`config.mk`:
```
export PLATFORM = sky130hd
export DESIGN_NAME = rx_word_packer_flat
export DESIGN_NICKNAME = d
export VERILOG_FILES = /design/src/rtl/rx_word_packer_if.sv /design/src/rtl/rx_word_packer.sv /design/src/flat_wrapper.sv
export SDC_FILE = /design/constraint.sdc
export NUM_CORES = 1
export LEC_CHECK = 0
export CAP_MARGIN = 10
export CORE_MARGIN = 2
export CORE_UTILIZATION = 33
export DETAILED_ROUTE_END_ITERATION = 10
export SLEW_MARGIN = 10
export SYNTH_ARGS = -nofsm -noshare
export SYNTH_HDL_FRONTEND = slang
export SYNTH_SLANG_ARGS = --single-unit
export TNS_END_PERCENT = 30
```
`constraint.sdc`:
```
create_clock -name clk -period 4.8 [get_ports clk]
set_input_delay 0.48 -clock clk [delete_from_list [all_inputs] [get_ports clk]]
set_output_delay 0.48 -clock clk [all_outputs]
set_load 0.01 [all_outputs]
```
`src/rtl/rx_word_packer_if.sv`:
```
// rx_word_packer_if: deserializer word input and packed-word queue output bundle.
interface rx_word_packer_if #(
  parameter int DATA_WIDTH = 8,
  parameter int PACK_COUNT = 4
);
  localparam int CW = $clog2(PACK_COUNT + 1);
  logic [DATA_WIDTH-1:0]            data_in;
  logic                             valid_in;
  logic                             flush;
  logic [DATA_WIDTH*PACK_COUNT-1:0] word_out;
  logic [CW-1:0]                    count_out;
  logic                             valid_out;
  logic                             ready_in;
  logic                             overflow;
  logic                             overflow_clear;
  logic                             busy;
  modport master (
    output data_in, valid_in, flush, ready_in, overflow_clear,
    input  word_out, count_out, valid_out, overflow, busy
  );
  modport slave (
    input  data_in, valid_in, flush, ready_in, overflow_clear,
    output word_out, count_out, valid_out, overflow, busy
  );
endinterface

```
`src/rtl/rx_word_packer.sv`:
```
// rx_word_packer: packs deserializer words into PACK_COUNT-lane words behind a 2-entry output queue.
module rx_word_packer #(
  parameter int DATA_WIDTH = 8,
  parameter int PACK_COUNT = 4,
  parameter bit MSB_FIRST  = 1'b1
) (
  input logic           clk,
  input logic           rst_n,
  rx_word_packer_if.slave bus
);
  localparam int CW = $clog2(PACK_COUNT + 1);
  localparam int WW = DATA_WIDTH * PACK_COUNT;
  typedef enum logic [1:0] {EMPTY, ONE, TWO} q_state_e;
  q_state_e          state_q;
  logic [WW-1:0]     lanes_q, lanes_d, head_q, tail_q;
  logic [CW-1:0]     fill_q, fill_d, idx, head_cnt_q, tail_cnt_q, push_cnt;
  logic              complete, push, pop, ovf_q;
  always_comb begin
    idx = MSB_FIRST ? CW'(PACK_COUNT - 1) - fill_q : fill_q;
    lanes_d = lanes_q;
    for (int i = 0; i < PACK_COUNT; i++)
      if (bus.valid_in && idx == CW'(i)) lanes_d[i*DATA_WIDTH +: DATA_WIDTH] = bus.data_in;
    complete = bus.valid_in && fill_q == CW'(PACK_COUNT - 1);
    fill_d = complete ? '0 : fill_q + CW'(bus.valid_in);
    // flush sees the fill after this cycle's word, so a completing word never flushes empty
    push = complete || (bus.flush && fill_d != '0);
    push_cnt = complete ? CW'(PACK_COUNT) : fill_d;
    pop = bus.valid_out && bus.ready_in;
  end
  always_ff @(posedge clk) begin
    if (!rst_n) begin
      lanes_q    <= '0;
      fill_q     <= '0;
      head_q     <= '0;
      tail_q     <= '0;
      head_cnt_q <= '0;
      tail_cnt_q <= '0;
      ovf_q      <= 1'b0;
      state_q    <= EMPTY;
    end else begin
      lanes_q <= push ? '0 : lanes_d;
      fill_q  <= push ? '0 : fill_d;
      ovf_q   <= (push && state_q == TWO && !pop) || (ovf_q && !bus.overflow_clear);
      case (state_q)
        EMPTY: if (push) begin
          head_q     <= lanes_d;
          head_cnt_q <= push_cnt;
          state_q    <= ONE;
        end
        ONE: if (pop) begin
          head_q     <= push ? lanes_d : '0;
          head_cnt_q <= push ? push_cnt : '0;
          state_q    <= push ? ONE : EMPTY;
        end else if (push) begin
          tail_q     <= lanes_d;
          tail_cnt_q <= push_cnt;
          state_q    <= TWO;
        end
        TWO: if (pop) begin
          head_q     <= tail_q;
          head_cnt_q <= tail_cnt_q;
          tail_q     <= push ? lanes_d : '0;
          tail_cnt_q <= push ? push_cnt : '0;
          state_q    <= push ? TWO : ONE;
        end
        default: state_q <= EMPTY;
      endcase
    end
  end
  assign bus.word_out  = head_q;
  assign bus.count_out = head_cnt_q;
  assign bus.valid_out = state_q != EMPTY;
  assign bus.overflow  = ovf_q;
  assign bus.busy      = fill_q != '0;
endmodule

```
`src/flat_wrapper.sv`:
```
// flat-port wrapper written by rule: the top's interface ports become plain ports
module rx_word_packer_flat 
#(
  parameter int DATA_WIDTH = 8,
  parameter int PACK_COUNT = 4,
  parameter bit MSB_FIRST  = 1'b1
)
  (clk, rst_n, bus_data_in, bus_valid_in, bus_flush, bus_ready_in, bus_overflow_clear, bus_word_out, bus_count_out, bus_valid_out, bus_overflow, bus_busy);
  rx_word_packer_if #(.DATA_WIDTH(DATA_WIDTH), .PACK_COUNT(PACK_COUNT)) bus_i ();
  input logic clk;
  input logic rst_n;
  input wire logic [$bits(bus_i.data_in)-1:0] bus_data_in;
  input wire logic [$bits(bus_i.valid_in)-1:0] bus_valid_in;
  input wire logic [$bits(bus_i.flush)-1:0] bus_flush;
  input wire logic [$bits(bus_i.ready_in)-1:0] bus_ready_in;
  input wire logic [$bits(bus_i.overflow_clear)-1:0] bus_overflow_clear;
  output wire logic [$bits(bus_i.word_out)-1:0] bus_word_out;
  output wire logic [$bits(bus_i.count_out)-1:0] bus_count_out;
  output wire logic [$bits(bus_i.valid_out)-1:0] bus_valid_out;
  output wire logic [$bits(bus_i.overflow)-1:0] bus_overflow;
  output wire logic [$bits(bus_i.busy)-1:0] bus_busy;
  assign bus_i.data_in = bus_data_in;
  assign bus_i.valid_in = bus_valid_in;
  assign bus_i.flush = bus_flush;
  assign bus_i.ready_in = bus_ready_in;
  assign bus_i.overflow_clear = bus_overflow_clear;
  assign bus_word_out = bus_i.word_out;
  assign bus_count_out = bus_i.count_out;
  assign bus_valid_out = bus_i.valid_out;
  assign bus_overflow = bus_i.overflow;
  assign bus_busy = bus_i.busy;
  rx_word_packer #(.DATA_WIDTH(DATA_WIDTH), .PACK_COUNT(PACK_COUNT), .MSB_FIRST(MSB_FIRST)) u_core (.clk(clk), .rst_n(rst_n), .bus(bus_i));
endmodule
```
* After elaboration in Yosys (flattened, before gate mapping)
Cells that the tools add are included.
** Word-level totals
- Register bits :: 108
- Bits of input ports :: 14
- Output and inout bits :: 38
- Word-level logic and storage cells :: 75
** Cells by class
- Add/subtract/negate cells :: 2
- Eq/ne operators :: 12
- Multiplexer cells :: 27
- Bitwise logic cells :: 1
- Reduce and logical (&&, ||, !) cells :: 25
** Operators by type and width (count)
- 32-bit two-way mux :: 5
- 32-bit one-hot mux with 3 select lines :: 1
- 32-bit one-hot mux with 2 select lines :: 1
- 8-bit two-way mux :: 4
- 3-bit two-way mux :: 7
- 1-bit logical AND :: 10
- 2-bit two-way mux :: 5
- 3-bit by 2-bit == test with 1-bit output (second input constant) :: 3
- 3-bit one-hot mux with 3 select lines :: 1
- 3-bit nonzero test :: 3
- 2-bit by 1-bit inequality test with 1-bit output (second input constant) :: 4
- 4-bit AND reduction :: 2
- 2-bit one-hot mux with 3 select lines :: 1
- 3-bit one-hot mux with 2 select lines :: 1
- 2-bit nonzero test :: 2
- 3-bit by 1-bit adder with 3-bit output :: 1
- 3-bit by 1-bit == test with 1-bit output (second input constant) :: 1
- 3-bit zero test :: 1
- 3-bit by 1-bit inequality test with 1-bit output (second input constant) :: 1
- 3-bit AND reduction :: 1
- 2-bit by 3-bit subtractor with 3-bit output (first input constant) :: 1
- 2-bit by 1-bit == test with 1-bit output (second input constant) :: 1
- 2-bit == test (second input constant) :: 1
- 1-bit zero test :: 2
- other kinds (6) :: 7

* Logic depth before layout (Yosys ltp)
- Word-level depth :: 9
- Mapped depth :: 9

* Worst setup path before layout
OpenSTA, ideal clock, no wires.
- Kind :: input -> register
- From :: input bus_valid_in
- To :: register u_core.head_q[10] (netlist: u_core.bus.word_out[10])
- Arrival :: 2.132 ns
- Required time :: 4.711 ns
- Setup slack :: 2.580 ns
- Stages on the path :: 8
- Path buffers :: 2
- Cells stage by stage :: ha_1 ha_1 o21ai_2 o2111ai_4 and2_1 buf_4 buf_6 a311oi_2
** On the way
- Longest elaborated chain between the ends :: 8
** Ends and longest elaborated chain
- from (decl) :: RTL line flat_wrapper.sv:13 : input wire logic [$bits(bus_i.valid_in)-1:0] bus_valid_in;
- 3-bit by 1-bit adder with 3-bit output or 1-bit logical AND (tied branches) :: RTL line rx_word_packer.sv:24, rx_word_packer.sv:23
- 3-bit two-way mux :: RTL line rx_word_packer.sv:24 : fill_d = complete ? '0 : fill_q + CW'(bus.valid_in);
- 3-bit nonzero test :: RTL line rx_word_packer.sv:26 : push = complete || (bus.flush && fill_d != '0);
- 1-bit logical AND :: RTL line rx_word_packer.sv:26
- 1-bit logical OR :: RTL line rx_word_packer.sv:26
- 32-bit two-way mux :: RTL line rx_word_packer.sv:51 : head_q <= push ? lanes_d : '0;
- 32-bit two-way mux :: RTL line rx_word_packer.sv:50 : ONE: if (pop) begin
- 32-bit one-hot mux with 3 select lines :: RTL line rx_word_packer.sv:44 : case (state_q)
- to (signal assigned) :: RTL line rx_word_packer.sv:46 : head_q <= lanes_d;
- to (signal assigned) :: RTL line rx_word_packer.sv:51
- to (signal assigned) :: RTL line rx_word_packer.sv:60 : head_q <= tail_q;
- to (decl) :: RTL line rx_word_packer.sv:15 : logic [WW-1:0] lanes_q, lanes_d, head_q, tail_q;
Parallel ways exist; a longest one is shown, timed or not. The select of a mux whose other input is x is not followed.
A chain may end at the register's enable or synchronous reset.

* Final worst setup path
- From :: input bus_valid_in
- To :: register u_core.lanes_q[14]
** On the way
- Longest elaborated chain between the ends :: 6
** Ends and longest elaborated chain
- 3-bit by 1-bit adder with 3-bit output or 1-bit logical AND (tied branches) :: RTL line rx_word_packer.sv:24, rx_word_packer.sv:23
- 3-bit two-way mux :: RTL line rx_word_packer.sv:24
- 3-bit nonzero test :: RTL line rx_word_packer.sv:26
- 1-bit logical AND :: RTL line rx_word_packer.sv:26
- 1-bit logical OR :: RTL line rx_word_packer.sv:26
- 2-bit OR reduction (no source line)
- to (signal assigned) :: RTL line rx_word_packer.sv:41 : lanes_q <= push ? '0 : lanes_d;
- to (decl) :: RTL line rx_word_packer.sv:15
Parallel ways exist; a longest one is shown, timed or not.

==> out/qor.yml <==
status: "finished clean"
crit_type: "in2reg"
seqPwrFrac_pct: 36.3
avgSynthCellArea_sq_um: 9.18
num-nets-final: 604
design_area_sq_mm: 0.00608
clkPwrFrac_pct: 22.2
finalMaxSlewViolations: 0
ys_seq_elements: 108
required_ns: 5.07
ant_nets: 0
crit_top_cell: "ha_1"
vias_per_cell: 5.39
final-setup-viol-count: 0
power_density_mw_per_mm2: 524
cts_resized: 0
ios: 52
crit_chain: "clkdlybuf4s50_1 -> ha_1 -> ha_1 -> o21ai_2 -> o211a_1 -> nand2_1 -> nor2_1"
netlist.top_cell.by_area: "dfxtp_1"
syn_to_final_growth_pct: 17.1
port_buffers: 51
gr-usage-all-layers_pct: 17.2
num_rows: 45
start_util_pct: 34.0
skew_ns: 0.00521
gr-total-overflow: 0
netlist_top_cells_count: "dfxtp_1, nand2_1, a21oi_1"
critPathLaunchType: "input pin"
synth.distinct_cells: 50
synth.top_cell.area_share_pct: 41.7
cts_setup_buffers: 0
totalWireLength_mm: 13.9
syn_area_sq_mm: 0.00519
grt_pass1_vias: 4067
htreeDepth: 3
worstMarginPinSlew_ns: 1.12
wl_per_cell_microns: 17.4
drcViolationCount: 0
synth-seq-area-share_pct: 41.7
share_comb_of_total_power_pct: 41.5
synth_nets: 586
cts_sinks: 108
grt_max_degree: 46
ys.flop_type: "dfxtp_1"
cp_top_family: "simple AND/OR/NAND/NOR gates"
rsz0062_at_grt: "false"
slew_headroom_pct: 25.2
worstReg2RegEnd: "u_core.lanes_q[14]"
dr.pass1.iters: 5
grt_antenna_before_repair: 0
max_clock_freq_mhz: 307
p_int_w: 0.00198
reg2reg_from: "u_core.fill_q[0]"
root_buffer: "clkbuf_16"
core_sq_mm: 0.0153
die_y_microns: 129
setup_tns_ns: 0
via_count: 4310
p_leak_nw: 2.06
synth_cells: 565
hold_viol_final: 0
clkLatencyLatePin_ns: 0.35
maxCapViolations: 0
die-area_sq_mm: 0.0167
period_share_pct: 67.8
cts_tree: "built"
clk_pin_slew_ns: 0.07
hp-class: "reg2reg"
p_sw_share_pct: 37.8
crit_fanout: 33
fin_crit_ns: 3.26
cp-startpoint: "bus_valid_in"
drive_gt1_share_pct: 12.2
netlist_top_cells_area: "dfxtp_1, a311oi_2, a21oi_1"
cp.arrival_ns: 3.52
ir_drop_mv: 0.222
async_reset_ff_share_pct: 0
synth-edff-count: 0
utilization_pct: 39.8
die_w_microns: 129
postPlaceCellArea_sq_mm: 0.00580
critPathMaxStageDelay_ns: 0.77
grt_pass1_wl_mm: 22.3
reg2regPathDepth: 6
yosys_warnings: 0
critPathCapture: "u_core.lanes_q[14]"
place.gp.congestion: 0.808
diodes: 0
path_buf_inv: 1
dp_hpwl_mm: 8.75
critical_path_depth: 7
synth_most_common_cell: "dfxtp_1"
cts.path.max_buffers: 2
drt_iter0_markers: 272
cts-buffers-inserted: 9
switching_power_w: 0.00121
rrSetupSlack_ns: 1.85
crit_slowest_cell: "nand2_1"
crit_path_end_kind: "register"
cts_hold_buf: 0
-- state kept, by name (all words and copies together) (netlist names) --
| name | count |
|---|---|
| u_core.bus.word_out | 32 |
| u_core.bus.overflow | 1 |
| u_core.lanes_q | 32 |
| u_core.tail_cnt_q | 3 |
| u_core.bus.count_out | 3 |
| u_core.tail_q | 32 |
| u_core.fill_q | 3 |
| u_core.state_q | 2 |
-- per-layer routing --
metal / up-vias / wire, microns / track usage [%]
li1: 2081 / - / -
met1: 2083 / 6380 / 22.8
met2: 127 / 6420 / 27.6
met3: 19 / 844 / 3.59
met4: 0 / 233 / 6.39
met5: - / 0 / 0
-- per-stage QoR --
step                std cells  setup slack (ns)  hold WS (ns)  power (W)
detailed placement        783              1.23         0.481    0.00250
finish                    799              1.54         0.491    0.00319
global route              799              1.29         0.520    0.00338
CTS                       799              1.56         0.491    0.00321
global placement          783              1.38         0.477    0.00248
floorplan                 565              2.58         0.460    0.00201
-- area by class of cell --
cell class,instances,area [sq um]
well taps,211,264
flip-flops and latches,108,2160
repair buffers,63,601
fillers,1498,9180
clock inverters,5,35.0
clock buffers,11,243
inverters,7,26.3
multi-input cells,394,2750
-- cells by family (layout without fill, tap and decap cells) --
family                     Yosys count  in the layout  share of synthesized area, %
and+or+nand+nor                    191            191                          18.0
xor gates and xnor gates             1              1                         0.314
DFF                                108            108                          41.7
muxes                               33             33                          6.39
AOI/OAI and AO/OA                  162            162                          25.9
buffers and inverters               63             86                          6.00
adders and majority gates            7              7                          1.69
-- cells in the final DEF, fill, tap and decap left out, types with 3 or more instances in the layout --
cell type / count
a211o_1: 5
a21oi_1: 69
a311oi_2: 30
a32oi_1: 4
buf_4: 12
clkbuf_16: 9
clkdlybuf4s50_1: 51
dfxtp_1: 108
ha_1: 7
inv_1: 6
mux2i_1: 32
nand2_1: 73
nand3_1: 3
nand3b_1: 27
nor2_1: 35
nor3_1: 34
o211a_1: 3
o21a_1: 35
-- worst min path at each step --
stage,endpoint,slack [ns],depth (start not counted),startpoint
2_1_floorplan,u_core.bus.word_out[0],0.46,2,u_core.tail_q[0]
3_3_place_gp,u_core.bus.word_out[0],0.48,2,u_core.tail_q[0]
3_5_place_dp,u_core.bus.word_out[0],0.48,2,u_core.tail_q[0]
4_1_cts,u_core.bus.word_out[0],0.49,2,u_core.tail_q[0]
5_1_grt,u_core.bus.word_out[23],0.52,2,u_core.tail_q[23]
6_report,u_core.bus.word_out[1],0.49,2,u_core.tail_q[1]
-- power groups by stage --
| stage | Sequential, W | Clock, W | Combinational, W |
|---|---|---|---|
| final | 0.00116 | 0.000707 | 0.00132 |
| after global routing | 0.00118 | 0.000762 | 0.00143 |
| after CTS | 0.00116 | 0.000720 | 0.00132 |
| after detailed placement | 0.00118 | 0 | 0.00132 |
| after global placement | 0.00118 | 0 | 0.00130 |
| after floorplan | 0.00123 | 0 | 0.000782 |
-- worst register-to-register path, delay by kind of cell (launching register included) --
family,cells,cell delay (ns)
simple gates,2,1.10
fa+ha+maj,2,0.56
flops,1,0.36
compound gates,2,0.85
No activity file was read; power rests on OpenSTA's default activity.
